$ cat src/rtl/bridge_mux.sv
// CPU-to-peripheral bridge: slot decode, request/ready FSM with timeout, interrupt mask/pend.
// Optional macro BRIDGE_INT_EDGE_EN: edge-latched, write-1-clear INT_PEND (default: level).
module bridge_mux #(
    parameter int          NDEV      = 3,
    parameter logic [31:0] BASE_ADDR = 32'h0000_7F00,
    parameter int          SLOT_BITS = 4,
    parameter int          TIMEOUT   = 16
) (
    input  logic                   clk,
    input  logic                   rst,
    input  logic                   PrReq,
    input  logic [29:0]            PrAddr,
    input  logic [3:0]             PrBE,
    input  logic                   PrWe,
    input  logic [31:0]            PrWD,
    output logic [31:0]            PrRD,
    output logic                   PrReady,
    output logic                   PrErr,
    output logic [7:2]             HWInt,
    output logic [NDEV-1:0]        DevSel,
    output logic                   DevWe,
    output logic [SLOT_BITS-3:0]   DevAddr,
    output logic [3:0]             DevBE,
    output logic [31:0]            DevWD,
    input  logic [NDEV*32-1:0]     DevRD,
    input  logic [NDEV-1:0]        DevAck,
    input  logic [NDEV-1:0]        DevInt
);

    typedef enum logic [1:0] {IDLE, ACCESS, DONE} state_t;

    localparam logic [SLOT_BITS-3:0] W_MASK = (SLOT_BITS-2)'(0);
    localparam logic [SLOT_BITS-3:0] W_PEND = (SLOT_BITS-2)'(1);
    localparam logic [SLOT_BITS-3:0] W_ERR  = (SLOT_BITS-2)'(2);

    state_t              state;
    logic [7:0]          cnt;
    logic [2:0]          sel_idx;
    logic                lat_we;
    logic [31:0]         lat_addr;
    logic [NDEV-1:0]     int_mask;
    logic [NDEV-1:0]     int_pend;
    logic [31:0]         err_addr;

    logic [31:0]         byte_addr;
    logic [31:0]         off;
    logic [31:0]         slot;
    logic                below;
    logic                dev_hit;
    logic                reg_hit;
    logic [SLOT_BITS-3:0] woff;
    logic [31:0]         reg_rd;
    logic [31:0]         rd_sel;
    logic                ack_hit;
    logic [5:0]          hw_nxt;

    always_comb begin
        byte_addr = {PrAddr, 2'b00};
        below     = byte_addr < BASE_ADDR;
        off       = byte_addr - BASE_ADDR;
        slot      = off >> SLOT_BITS;
        dev_hit   = !below && (slot < 32'(NDEV));
        reg_hit   = !below && (slot == 32'(NDEV));
        woff      = off[SLOT_BITS-1:2];
    end

    always_comb begin
        reg_rd = '0;
        if (woff == W_MASK)
            reg_rd[NDEV-1:0] = int_mask;
        else if (woff == W_PEND)
            reg_rd[NDEV-1:0] = int_pend;
        else if (woff == W_ERR)
            reg_rd = err_addr;
    end

    always_comb begin
        rd_sel = '0;
        for (int i = 0; i < NDEV; i++)
            if (sel_idx == 3'(i))
                rd_sel = DevRD[i*32 +: 32];
    end

    assign ack_hit = |(DevAck & DevSel);

    always_comb begin
        hw_nxt = '0;
        hw_nxt[NDEV-1:0] = int_pend & int_mask;
    end

    always_ff @(posedge clk) begin
        if (!rst) begin
            state    <= IDLE;
            cnt      <= '0;
            sel_idx  <= '0;
            lat_we   <= 1'b0;
            lat_addr <= '0;
            int_mask <= '1;
            err_addr <= '0;
            PrRD     <= '0;
            PrReady  <= 1'b0;
            PrErr    <= 1'b0;
            HWInt    <= '0;
            DevSel   <= '0;
            DevWe    <= 1'b0;
            DevAddr  <= '0;
            DevBE    <= '0;
            DevWD    <= '0;
        end else begin
            PrReady <= 1'b0;
            HWInt   <= hw_nxt;
            unique case (state)
                IDLE: begin
                    if (PrReq) begin
                        DevAddr  <= woff;
                        DevBE    <= PrBE;
                        DevWD    <= PrWD;
                        lat_we   <= PrWe;
                        lat_addr <= byte_addr;
                        PrErr    <= 1'b0;
                        if (dev_hit) begin
                            state   <= ACCESS;
                            cnt     <= '0;
                            sel_idx <= slot[2:0];
                            DevSel  <= NDEV'(1) << slot[2:0];
                            DevWe   <= PrWe;
                        end else if (reg_hit) begin
                            state   <= DONE;
                            PrReady <= 1'b1;
                            if (!PrWe)
                                PrRD <= reg_rd;
                            else if (PrBE[0] && woff == W_MASK)
                                int_mask <= PrWD[NDEV-1:0];
                        end else begin
                            state    <= DONE;
                            PrReady  <= 1'b1;
                            PrErr    <= 1'b1;
                            PrRD     <= '1;
                            err_addr <= byte_addr;
                        end
                    end
                end
                ACCESS: begin
                    // ack is checked first so it wins over a simultaneous timeout
                    if (ack_hit) begin
                        state   <= DONE;
                        PrReady <= 1'b1;
                        DevSel  <= '0;
                        DevWe   <= 1'b0;
                        if (!lat_we)
                            PrRD <= rd_sel;
                    end else if (cnt == 8'(TIMEOUT-1)) begin
                        state    <= DONE;
                        PrReady  <= 1'b1;
                        PrErr    <= 1'b1;
                        PrRD     <= '1;
                        err_addr <= lat_addr;
                        DevSel   <= '0;
                        DevWe    <= 1'b0;
                    end else begin
                        cnt <= cnt + 8'd1;
                    end
                end
                DONE: state <= IDLE;
                default: state <= IDLE;
            endcase
        end
    end

`ifdef BRIDGE_INT_EDGE_EN
    logic [NDEV-1:0] devint_q;
    logic [NDEV-1:0] pend_clr;

    always_comb begin
        pend_clr = '0;
        if (state == IDLE && PrReq && reg_hit && PrWe && PrBE[0]
            && woff == W_PEND)
            pend_clr = PrWD[NDEV-1:0];
    end

    always_ff @(posedge clk) begin
        if (!rst) begin
            devint_q <= '0;
            int_pend <= '0;
        end else begin
            devint_q <= DevInt;
            int_pend <= (int_pend & ~pend_clr) | (DevInt & ~devint_q);
        end
    end
`else
    always_ff @(posedge clk) begin
        if (!rst)
            int_pend <= '0;
        else
            int_pend <= DevInt;
    end
`endif

endmodule
$ cat config.mk
export PLATFORM = sky130hd
export DESIGN_NAME = bridge_mux
export DESIGN_NICKNAME = d
export VERILOG_FILES = /design/src/rtl/bridge_mux.sv
export SDC_FILE = /design/constraint.sdc
export NUM_CORES = 1
export LEC_CHECK = 0
export CAP_MARGIN = 30
export CORE_MARGIN = 4
export CORE_UTILIZATION = 47
export DETAILED_ROUTE_END_ITERATION = 10
export PLACE_DENSITY = 0.81
export SYNTH_ARGS = -nofsm -noshare
export SYNTH_HDL_FRONTEND = slang
export SYNTH_SLANG_ARGS = --single-unit
export TNS_END_PERCENT = 100
$ cat constraint.sdc
create_clock -name clk -period 3 [get_ports clk]
set_input_delay 0.6 -clock clk [delete_from_list [all_inputs] [get_ports clk]]
set_output_delay 0.6 -clock clk [all_outputs]
set_load 0.02 [all_outputs]
; ---- Yosys cells after proc, flatten, opt, wreduce, memory -nomap -nowiden
; Index checks and enable logic that the tools add are counted.
[totals]
ff_bits = 164
input_bits = 172
output_inout_bits = 82
wordCells = 114
[classes]
add_sub_neg = 2
n_lt_le_gt_ge = 2
eq_ne = 17
shifts = 1
muxes = 53
bitwise = 3
reduce_logical = 18
[ops]
columns = cell, count
row1 = 2-to-1 mux 32 bit, 16
row2 = case mux 32 bit (2 select lines), 2
row3 = 2-to-1 mux 29 bit, 2
row4 = less-than comparator 32 x 15 -> 1 bit (second input constant), 1
row5 = 2-to-1 mux 8 bit, 4
row6 = subtractor 32 x 15 -> 32 bit (second input constant), 1
row7 = == test 28 x 2 -> 1 bit (second input constant), 1
row8 = less-than comparator 28 x 2 -> 1 bit (second input constant), 1
row9 = 2-to-1 mux 3 bit, 6
row10 = AND reduction 6 bit, 3
row11 = case mux 8 bit (2 select lines), 1
row12 = inequality test 2 bit (second input constant), 7
row13 = 2-to-1 mux 1 bit, 13
row14 = inequality test 3 bit (second input constant), 3
row15 = adder 8 x 1 -> 8 bit (second input constant), 1
row16 = == test 8 x 4 -> 1 bit (second input constant), 1
row17 = 2-to-1 mux 2 bit, 4
row18 = AND reduction 4 bit, 2
row19 = AND 3 bit, 2
row20 = case mux 1 bit (2 select lines), 3
row21 = case mux 3 bit (2 select lines), 1
row22 = AND reduction 5 bit, 1
row23 = == test 2 x 1 -> 1 bit (second input constant), 2
row24 = logical NOT 2 bit, 2
row25 = 13 further kinds, 16

; ---- Longest topological paths before layout
; Gate-level depths: netlist of the first run.
[logic_depth]
depth_word = 10
ltp_mapped = 7
mapped_depth_nobuf = 6

; ---- Worst setup path after synthesis of the first run
; Ideal clock, no wire load.
[synth_timing]
path_kind = input to register
start = input PrAddr[13]
end = register PrRD[0]
setup_time_ns = 0.072
t_arrival_ns = 2.330
required_time_ns = 2.928
slack_ns = 0.598
cell_stages = 6
n_path_buf = 1
path_cell_list = or4b_1 nor4_4 o2111ai_1 nand2_1 buf_2 mux2i_1
[synth_via]
elab_chain_len = 7
word_cells_on_any_way = 14
classes_between = add/sub (1) / order compare (2) / eq/ne (3) / mux (4) / reduce/logical (4)
[synth_lines]
columns = item, line
row1 = from (decl), 12  ; input logic [29:0] PrAddr,
row2 = branches (longest 7 deep; another with subtractor 32 x 15 -> 32 bit), -
row3 = to (signal assigned), 131  ; PrRD <= reg_rd;
row4 = to (signal assigned), 151  ; PrRD <= rd_sel;
row5 = to (decl), 16  ; output logic [31:0] PrRD,
; Several ways; the timed one is not identified. The select of a mux whose other input is x is not followed.
; A chain may end at the register's enable or synchronous reset.

; ---- Worst setup path after layout of the first run
[layout_timing]
start = input PrAddr[13]
end = register int_mask[0]
[layout_via]
elab_chain_len = 5
word_cells_on_any_way = 9
classes_between = add/sub (1) / order compare (2) / eq/ne (1) / bitwise (1) / reduce/logical (4)
[layout_lines]
columns = item, line
row1 = subtractor 32 x 15 -> 32 bit or less-than comparator 32 x 15 -> 1 bit (tied branches), "60, 59"
row2 = less-than comparator 28 x 2 -> 1 bit or logical NOT 1 bit (tied branches), "62, 63"
row3 = logical AND 1 bit, 62  ; dev_hit = !below && (slot < 32'(NDEV));
row4 = NOT 1 bit (no source line), -
row5 = AND reduction 6 bit (no source line) (*), -
row6 = to (signal assigned), 133  ; int_mask <= PrWD[NDEV-1:0];
row7 = to (decl), 41  ; logic [NDEV-1:0] int_mask;
; Every way passes the cells marked *; elsewhere a longest branch is shown, timed or not.

==> impl_results.rst, run 1 <==
.. list-table::
   :header-rows: 1

   * - Metric
     - Value
   * - Synthesized area
     - 0.00786 mm²
   * - Routability congestion estimate from global placement
     - 0.806
   * - Aggregate routed wire length
     - 22800 µm
   * - Ys Warns
     - 0
   * - Grt total ovfl
     - 0
   * - Port bufs
     - 250
   * - Leading cell type in the layout, fill and taps excluded
     - sky130_fd_sc_hd__clkdlybuf4s50_1
   * - Proportion of total power due to net switching
     - 24.3%
   * - Ordered cell list for the critical path
     - clkdlybuf4s50_1 -> or4b_1 -> nor4_4 -> buf_4 -> nand3_1 -> nor3_2 -> mux2i_1
   * - CTS Root Cell
     - sky130_fd_sc_hd__clkbuf_16
   * - Total leakage power
     - 4.37 nW
   * - Die span in x
     - 137 µm
   * - Number of buffers and inverters on the critical path
     - 2
   * - Clock buffers created by TritonCTS
     - 17
   * - Biggest cell delay along the critical path
     - 0.58 ns
   * - First-pass GRT wire length
     - 35000 µm
   * - Power per Cell Area
     - 469 mW/mm²
   * - Top cell type's share of synthesized area
     - 40.0%
   * - Outcome
     - complete, no violations
   * - Avg Vias per Cell
     - 5.32
   * - Number of synthesized flops with an enable pin
     - 0
   * - Instance count of the mapped netlist
     - 945
   * - Part of the total power dissipated in combinational logic
     - 16.7%
   * - Area growth, synth to finish
     - 42.6%
   * - Leading area contributor after synthesis
     - sky130_fd_sc_hd__dfxtp_1
   * - Setup fix buffers added after clock tree synthesis
     - 0
   * - Max-capacitance violation count
     - 0
   * - Cell class contributing the biggest share of worst-path delay
     - simple AND/OR/NAND/NOR gates
   * - Beginning of the worst hold path
     - PrRD[11]
   * - Sequential fraction of design power
     - 43.5%
   * - Type of the worst setup path
     - input port to flip-flop
   * - Slew at the pin with the worst max-slew slack
     - 1.02 ns
   * - Pre-CTS setup slack
     - 0.0235 ns
   * - Clk slew on worst S/H paths
     - 0.06 ns
   * - Count of final hold-check violations
     - 0
   * - Post-route fraction of the period consumed by the critical path
     - 85.4%
   * - Number of nets in the final layout
     - 1330
   * - Minimum setup slack among reg-to-reg paths
     - 0.80 ns
   * - Type of element capturing the critical path
     - flip-flop
   * - Worst-case setup margin in the final layout
     - 0.438 ns
   * - Number of buffers inserted for hold repair after clock tree synthesis
     - 0
   * - Count of antenna diodes in the layout
     - 0
   * - Post-cts gate resize count
     - 0
   * - Core area
     - 0.0165 mm²
   * - Arrival @ worst endpoint
     - 2.90 ns
   * - Count of non-filler cells in the finished layout
     - 1388
   * - Leading post-synthesis cells by cell area
     - sky130_fd_sc_hd__dfxtp_1 (40%), sky130_fd_sc_hd__nand2_1 (11%), sky130_fd_sc_hd__mux2i_1 (9.3%)
   * - Count of cell types in the netlist
     - 42
   * - Max Fclk
     - 390 MHz
   * - Internal portion of total power
     - 3.98 mW
   * - Setup repair after global routing missed its margin
     - no
   * - Worst-Skew Late Latency
     - 0.42 ns
   * - DR iter-0 viols
     - 361
   * - Antenna violations before repair
     - 1
   * - Hold path endpoint
     - PrRD[11]
   * - Instance count after placement with tap cells included
     - 1358
   * - Total negative slack for setup checks
     - 0 ns
   * - Final Max Tran Viols
     - 0
   * - IO Count
     - 254
   * - Clock share of power
     - 39.8%
   * - Peak supply drop
     - 0.326 mV
   * - Switching pwr
     - 1.28 mW
   * - Via count
     - 7391
   * - Minimum period implied by the final worst setup slack
     - 2.56 ns
   * - Vertical die dimension
     - 137 µm
   * - Via count of the first global-routing pass
     - 6886
   * - Post-detailed-placement cell area
     - 0.0106 mm²
   * - Synth Flop Type
     - sky130_fd_sc_hd__dfxtp_1
   * - Worst Setup Start Kind
     - input port
   * - Number of cells traversed by the worst register-to-register path
     - 5
   * - Final std cell area, no fill
     - 0.0112 mm²
   * - Average wire per cell in the routed design
     - 16.5 µm
   * - Effective utilization at floorplan
     - 47.7%
   * - Share of post-route cells with drive strength above 1
     - 5.91%
   * - Pin count of the biggest net entering global routing
     - 84
   * - Instance count along the most critical hold path
     - 2
   * - Reg-to-reg critical path endpoint
     - DevSel[0]
   * - Synth async-reset ratio
     - 0%
   * - Mean Syn Cell Area
     - 8.31 µm²
   * - Gr usage total
     - 23.4%
   * - Sequential fraction of the synthesis area
     - 40.0%
   * - Clk_skew
     - 0.00735 ns
   * - Maximum level of the CTS H-tree
     - 4
   * - Reg-to-Reg Start
     - cnt[4]
   * - Floorplan die area
     - 0.0188 mm²
   * - Final HPWL DP
     - 16500 µm
   * - CTS Sinks
     - 157
   * - DRC errors left
     - 0
   * - Share of the core filled with cells in the final layout
     - 68.0%
   * - Remaining number of nets flagged by the antenna check after routing
     - 0
   * - Number of buffers on the longest clock path
     - 2
   * - Peak fanout along the critical path
     - 5
   * - Standard-cell row count
     - 47
   * - Seq cells post-synth
     - 157
   * - Worst endpoint required time
     - 3.34 ns
   * - Most frequent cells in the layout
     - sky130_fd_sc_hd__clkdlybuf4s50_1 (249), sky130_fd_sc_hd__nand2_1 (234), sky130_fd_sc_hd__dfxtp_1 (155), sky130_fd_sc_hd__a21boi_0 (74), sky130_fd_sc_hd__mux2i_1 (73)
   * - Critical-path top delay cell
     - sky130_fd_sc_hd__or4b_1
   * - Final setup fails
     - 0
   * - Worst min-delay path class
     - flip-flop to flip-flop
   * - Worst slew slack as a fraction of its limit
     - 32.2%
   * - Initial DRT Pass Iterations
     - 6
   * - CTS tree
     - yes
==> synthesized netlist by cell type, types with 2 or more instances <==
| master | n |
|---|---|
| sky130_fd_sc_hd__nand2_1 | 236 |
| sky130_fd_sc_hd__dfxtp_1 | 157 |
| sky130_fd_sc_hd__a21boi_0 | 74 |
| sky130_fd_sc_hd__mux2i_1 | 73 |
| sky130_fd_sc_hd__clkbuf_1 | 67 |
| sky130_fd_sc_hd__nand3_1 | 44 |
| sky130_fd_sc_hd__o211ai_1 | 36 |
| sky130_fd_sc_hd__nand3b_1 | 34 |
| sky130_fd_sc_hd__o21ai_0 | 34 |
| sky130_fd_sc_hd__and2_1 | 33 |
| sky130_fd_sc_hd__o21a_1 | 33 |
| sky130_fd_sc_hd__o211a_1 | 31 |
| sky130_fd_sc_hd__nor2_1 | 18 |
| sky130_fd_sc_hd__nor2b_1 | 9 |
| sky130_fd_sc_hd__buf_1 | 8 |
| sky130_fd_sc_hd__and3_1 | 6 |
| sky130_fd_sc_hd__buf_2 | 6 |
| sky130_fd_sc_hd__buf_4 | 5 |
| sky130_fd_sc_hd__nand4_1 | 5 |
| sky130_fd_sc_hd__or4_1 | 4 |
| sky130_fd_sc_hd__o311ai_0 | 3 |
| sky130_fd_sc_hd__or3_1 | 3 |
| sky130_fd_sc_hd__a31oi_1 | 2 |
| sky130_fd_sc_hd__nand4b_1 | 2 |
| sky130_fd_sc_hd__nor4_1 | 2 |
| sky130_fd_sc_hd__nor4b_1 | 2 |
| sky130_fd_sc_hd__o221a_2 | 2 |
| sky130_fd_sc_hd__or4b_1 | 2 |
==> how the worst max path moves through the flow <==
stage / start / endpoint / slack [ns] / cells after the start
6_report: PrAddr[13] / int_mask[0] / 0.44 / 7
3_3_place_gp: PrAddr[14] / int_mask[2] / 0.08 / 7
3_5_place_dp: PrAddr[14] / int_mask[0] / 0.02 / 7
5_1_grt: PrAddr[14] / int_mask[0] / 0.34 / 7
4_1_cts: PrAddr[14] / int_mask[0] / 0.47 / 7
2_1_floorplan: PrAddr[13] / PrRD[0] / 0.60 / 6
==> worst min-delay path, delay by kind of cell, from the launching register on <==
kind | cells | cell delay, ns
flip-flops | 1 | 0.31
multiplexers | 1 | 0.05
AND/OR/NAND/NOR | 1 | 0.05
==> cells by family (layout without fill, tap and decap cells) <==
group,count (synthesis),in the layout,share of synthesized area (%)
AND/OR/NAND/NOR,406,406,24.9
AO/OA/AOI/OAI,220,220,21.1
flip-flops,157,157,40.0
buffers and inverters,87,308,4.49
multiplexers,73,73,9.30
adder cells (fa/ha/maj),1,1,0.159
other,1,3,0.0477
==> per-stage QoR <==
| step | power [mW] | hold slack (ns) |
|---|---|---|
| after global routing | 5.48 | 0.477 |
| final | 5.26 | 0.457 |
| after global placement | 3.20 | 0.444 |
| after floorplan | 2.72 | 0.441 |
| after detailed placement | 3.21 | 0.455 |
| after CTS | 5.31 | 0.463 |
==> registers in the layout, indices dropped and copies added (netlist names) <==
signal / flops
DevAddr: 1
DevBE: 4
DevSel: 3
DevWD: 32
DevWe: 1
HWInt: 3
PrErr: 1
PrRD: 32
PrReady: 1
cnt: 8
err_addr: 30
int_mask: 3
int_pend: 3
lat_addr: 29
lat_we: 1
sel_idx: 3
state: 2
==> layout make-up <==
cell class | count | area [µm²]
Fill cell | 1380 | 5260
Multi-Input combinational cell | 703 | 4400
Sequential cell | 157 | 3150
Timing Repair Buffer | 277 | 2810
Clock buffer | 24 | 482
Tap cell | 220 | 275
Clock inverter | 6 | 86.3
Inverter | 1 | 3.75
==> layer usage <==
layer / routed length [µm] / part of all wire, % / track usage, % / vias to the layer above
met5: 13 / 0.057 / 0 / -
met4: 468 / 2.0 / 8.54 / 2
met3: 2460 / 11 / 8.55 / 34
met2: 10100 / 44 / 37.1 / 286
met1: 9770 / 43 / 29.3 / 3350
li1: - / - / - / 3719
==> power by group through the flow <==
stage | combinational [mW] | clock, mW | sequential [mW]
3_3_place_gp | 0.872 | 0 | 2.33
6_report | 0.878 | 2.09 | 2.29
3_5_place_dp | 0.882 | 0 | 2.33
4_1_cts | 0.886 | 2.14 | 2.29
5_1_grt | 0.946 | 2.23 | 2.30
2_1_floorplan | 0.315 | 0 | 2.40
Power figures use the tool's default switching activity.
==> run 2, diff against run 1 <==
HOLD_SLACK_MARGIN = 0.05   (was unset)
==> results of run 2 <==
The final DEF is identical to that of run 1; final timing and power are the same.
==> run 3, diff against run 2 <==
CORE_UTILIZATION = 50   (was 47)
PLACE_DENSITY = 0.86   (was 0.81)
SKIP_LAST_GASP = 1   (was unset)
clock period = 3.2 ns   (was 3 ns; I/O delays follow)
==> run 3 against run 2 <==
Effect of this change:
- critical path depth fell by 1
- register-to-register slack improved by 0.14 ns
- total power barely moved
- highest routed layer is now met4
- worst setup slack got worse by 0.14 ns
- non-clock buffer count fell by 2
- first-iteration DRC count rose by 76%
- sequential share of layout area fell by 0.066 points
- sequential power fell by 6%
- count of clock-buffer cells in the layout fell by 3
- hold slack improved by 0.0038 ns
==> impl_results.rst, run 3 (synthesis gave the netlist of run 1 again) <==
.. list-table::
   :header-rows: 1

   * - Metric
     - Value
   * - Critical-path top delay cell
     - sky130_fd_sc_hd__clkdlybuf4s50_1
   * - CTS tree
     - yes
   * - Most frequent cells in the layout
     - sky130_fd_sc_hd__clkdlybuf4s50_1 (249), sky130_fd_sc_hd__nand2_1 (234), sky130_fd_sc_hd__dfxtp_1 (155), sky130_fd_sc_hd__a21boi_0 (74), sky130_fd_sc_hd__mux2i_1 (73)
   * - Count of non-filler cells in the finished layout
     - 1379 (-0.65%)
   * - Aggregate routed wire length
     - 23300 µm (+2.0%)
   * - Grt total ovfl
     - 0 (unchanged)
   * - Internal portion of total power
     - 4.03 mW (+1.2%)
   * - Antenna violations before repair
     - 0 (-1)
   * - Instance count after placement with tap cells included
     - 1347 (-0.81%)
   * - Hold_ws
     - 0.461 ns (+0.00384 ns)
   * - Effective utilization at floorplan
     - 51.3% (+3.6 points)
   * - Via count of the first global-routing pass
     - 7009 (+1.8%)
   * - Post-route fraction of the period consumed by the critical path
     - 90.7%
   * - Gr usage total
     - 25.2% (+1.7 points)
   * - CTS Root Cell
     - sky130_fd_sc_hd__clkbuf_16
   * - Worst min-delay path class
     - flip-flop to flip-flop
   * - Final HPWL DP
     - 16900 µm (+2.5%)
   * - Number of buffers on the longest clock path
     - 2 (unchanged)
   * - Floorplan die area
     - 0.0178 mm² (-5.7%)
   * - Final Max Tran Viols
     - 0 (unchanged)
   * - Area growth, synth to finish
     - 42.9%
   * - Avg Vias per Cell
     - 5.46 (+2.5%)
   * - Slew at the pin with the worst max-slew slack
     - 1.00 ns (-0.0143 ns)
   * - DR iter-0 viols
     - 637 (+76%)
   * - Final setup fails
     - 0 (unchanged)
   * - IO Count
     - 254 (unchanged)
   * - Average wire per cell in the routed design
     - 16.9 µm (+2.7%)
   * - Final std cell area, no fill
     - 0.0112 mm² (+0.23%)
   * - Max-capacitance violation count
     - 0 (unchanged)
   * - Power per Cell Area
     - 468 mW/mm² (-0.22%)
   * - Arrival @ worst endpoint
     - 3.25 ns (+0.35 ns)
   * - Type of element capturing the critical path
     - flip-flop
   * - Setup repair after global routing missed its margin
     - no
   * - Worst endpoint required time
     - 3.55 ns (+0.21 ns)
   * - Setup fix buffers added after clock tree synthesis
     - 0 (unchanged)
   * - Biggest cell delay along the critical path
     - 0.60 ns (+0.02 ns)
   * - Share of post-route cells with drive strength above 1
     - 5.99% (+0.086 points)
   * - Leading cell type in the layout, fill and taps excluded
     - sky130_fd_sc_hd__clkdlybuf4s50_1
   * - Post-detailed-placement cell area
     - 0.0106 mm² (-0.74%)
   * - Post-cts gate resize count
     - 0 (unchanged)
   * - Cell class contributing the biggest share of worst-path delay
     - simple AND/OR/NAND/NOR gates
   * - Clock share of power
     - 43.5% (+3.7 points)
   * - DRC errors left
     - 0 (unchanged)
   * - Count of antenna diodes in the layout
     - 0 (unchanged)
   * - Worst Setup Start Kind
     - input port
   * - Max Fclk
     - 344 MHz
   * - Outcome
     - complete, no violations
   * - Count of final hold-check violations
     - 0 (unchanged)
   * - Clk_skew
     - 0.00672 ns (-0.000631 ns)
   * - Minimum period implied by the final worst setup slack
     - 2.90 ns
   * - Initial DRT Pass Iterations
     - 6 (unchanged)
   * - Worst-Skew Late Latency
     - 0.43 ns (about the same)
   * - CTS Sinks
     - 157 (unchanged)
   * - Vertical die dimension
     - 133 µm (-2.9%)
   * - Clk slew on worst S/H paths
     - 0.06 ns (about the same)
   * - Port bufs
     - 250 (unchanged)
   * - Worst slew slack as a fraction of its limit
     - 33.2% (+0.96 points)
   * - Peak supply drop
     - 0.335 mV (+2.6%)
   * - Peak fanout along the critical path
     - 7 (+2)
   * - Maximum level of the CTS H-tree
     - 4 (unchanged)
   * - Via count
     - 7526 (+1.8%)
   * - First-pass GRT wire length
     - 36700 µm (+4.7%)
   * - Core area
     - 0.0153 mm² (-7.0%)
   * - Type of the worst setup path
     - input port to flip-flop
   * - Switching pwr
     - 1.23 mW (-3.7%)
   * - Pin count of the biggest net entering global routing
     - 114 (+36%)
   * - Number of buffers and inverters on the critical path
     - 1 (-1)
   * - Total leakage power
     - 4.38 nW (+0.37%)
   * - Sequential fraction of design power
     - 40.9% (-2.6 points)
   * - Remaining number of nets flagged by the antenna check after routing
     - 0 (unchanged)
   * - Standard-cell row count
     - 45 (-4.3%)
   * - Largest registers
     - DevWD x32, PrRD x32, err_addr x30
   * - Proportion of total power due to net switching
     - 23.4% (-0.91 points)
   * - Part of the total power dissipated in combinational logic
     - 15.6% (-1.1 points)
   * - Number of buffers inserted for hold repair after clock tree synthesis
     - 0 (unchanged)
   * - Clock buffers created by TritonCTS
     - 17 (unchanged)
   * - Ordered cell list for the critical path
     - clkdlybuf4s50_1 -> or4b_1 -> nor4_4 -> nand3_1 -> nor4b_4 -> mux2i_1
   * - Number of nets in the final layout
     - 1328 (-0.15%)
   * - Routability congestion estimate from global placement
     - 0.821 (+1.8%)
   * - Die span in x
     - 133 µm (-2.9%)
run 3: cell types whose count changed in the layout (fill, tap and decap cells not counted), sizes merged:
| cell | change |
|---|---|
| buf | -2 |
| bufinv | +4 |
| clkbuf | -3 |
| clkinv | -1 |
| clkinvlp | +2 |
run 3: routing by layer:
metal / GRT usage, % / wire length (µm) / part of all wire [%] / vias to the layer above
li1: - / - / - / 3709
met1: 31.9 / 9970 / 43 / 3495
met2: 40.6 / 10700 / 46 / 287
met3: 8.80 / 2210 / 9.5 / 35
met4: 7.54 / 439 / 1.9 / 0
met5: 0 / 0 / 0 / -
run 3: power groups by stage:
stage / logic [mW] / clock network, mW / registers [mW]
global placement: 0.808 / 0 / 2.19
CTS: 0.825 / 2.31 / 2.15
detailed placement: 0.820 / 0 / 2.19
floorplan: 0.295 / 0 / 2.25
finish: 0.821 / 2.29 / 2.15
global route: 0.884 / 2.41 / 2.16
run 3: layout make-up:
class	count	area, µm²
multi-input combinational	703	4400
fill	1200	4090
sequential	157	3150
timing repair buffer	275	2750
clock buffer	21	460
tap	211	264
clock inverter	11	213
inverter	1	3.75
run 3: worst paths after layout:
kind | from | end | slack (ns) | cells past startpoint
min | DevWD[9] | DevWD[9] | 0.46 | 2
max | PrAddr[12] | DevSel[1] | 0.30 | 6
min reg2reg | DevWD[9] | DevWD[9] | 0.46 | 2
max reg2reg | cnt[4] | DevSel[1] | 0.94 | 5
run 3: stage by stage:
| step | util (%) | setup TNS, ns | total power, mW | setup WS (ns) |
|---|---|---|---|---|
| floorplan | - | 0 | 2.55 | 0.758 |
| global placement | 68.8 | 0 | 2.99 | 0.0339 |
| detailed placement | 68.9 | -0.206 | 3.01 | -0.0662 |
| CTS | 73.3 | 0 | 5.29 | 0.310 |
| global route | 73.3 | 0 | 5.45 | 0.155 |
| finish | 73.3 | 0 | 5.26 | 0.297 |
run 3: tightest hold or removal path: stages (launching register included):
cell and delay (ns):
sky130_fd_sc_hd__dfxtp_1 0.31, sky130_fd_sc_hd__nand2_1 0.04, sky130_fd_sc_hd__a21boi_0 0.06
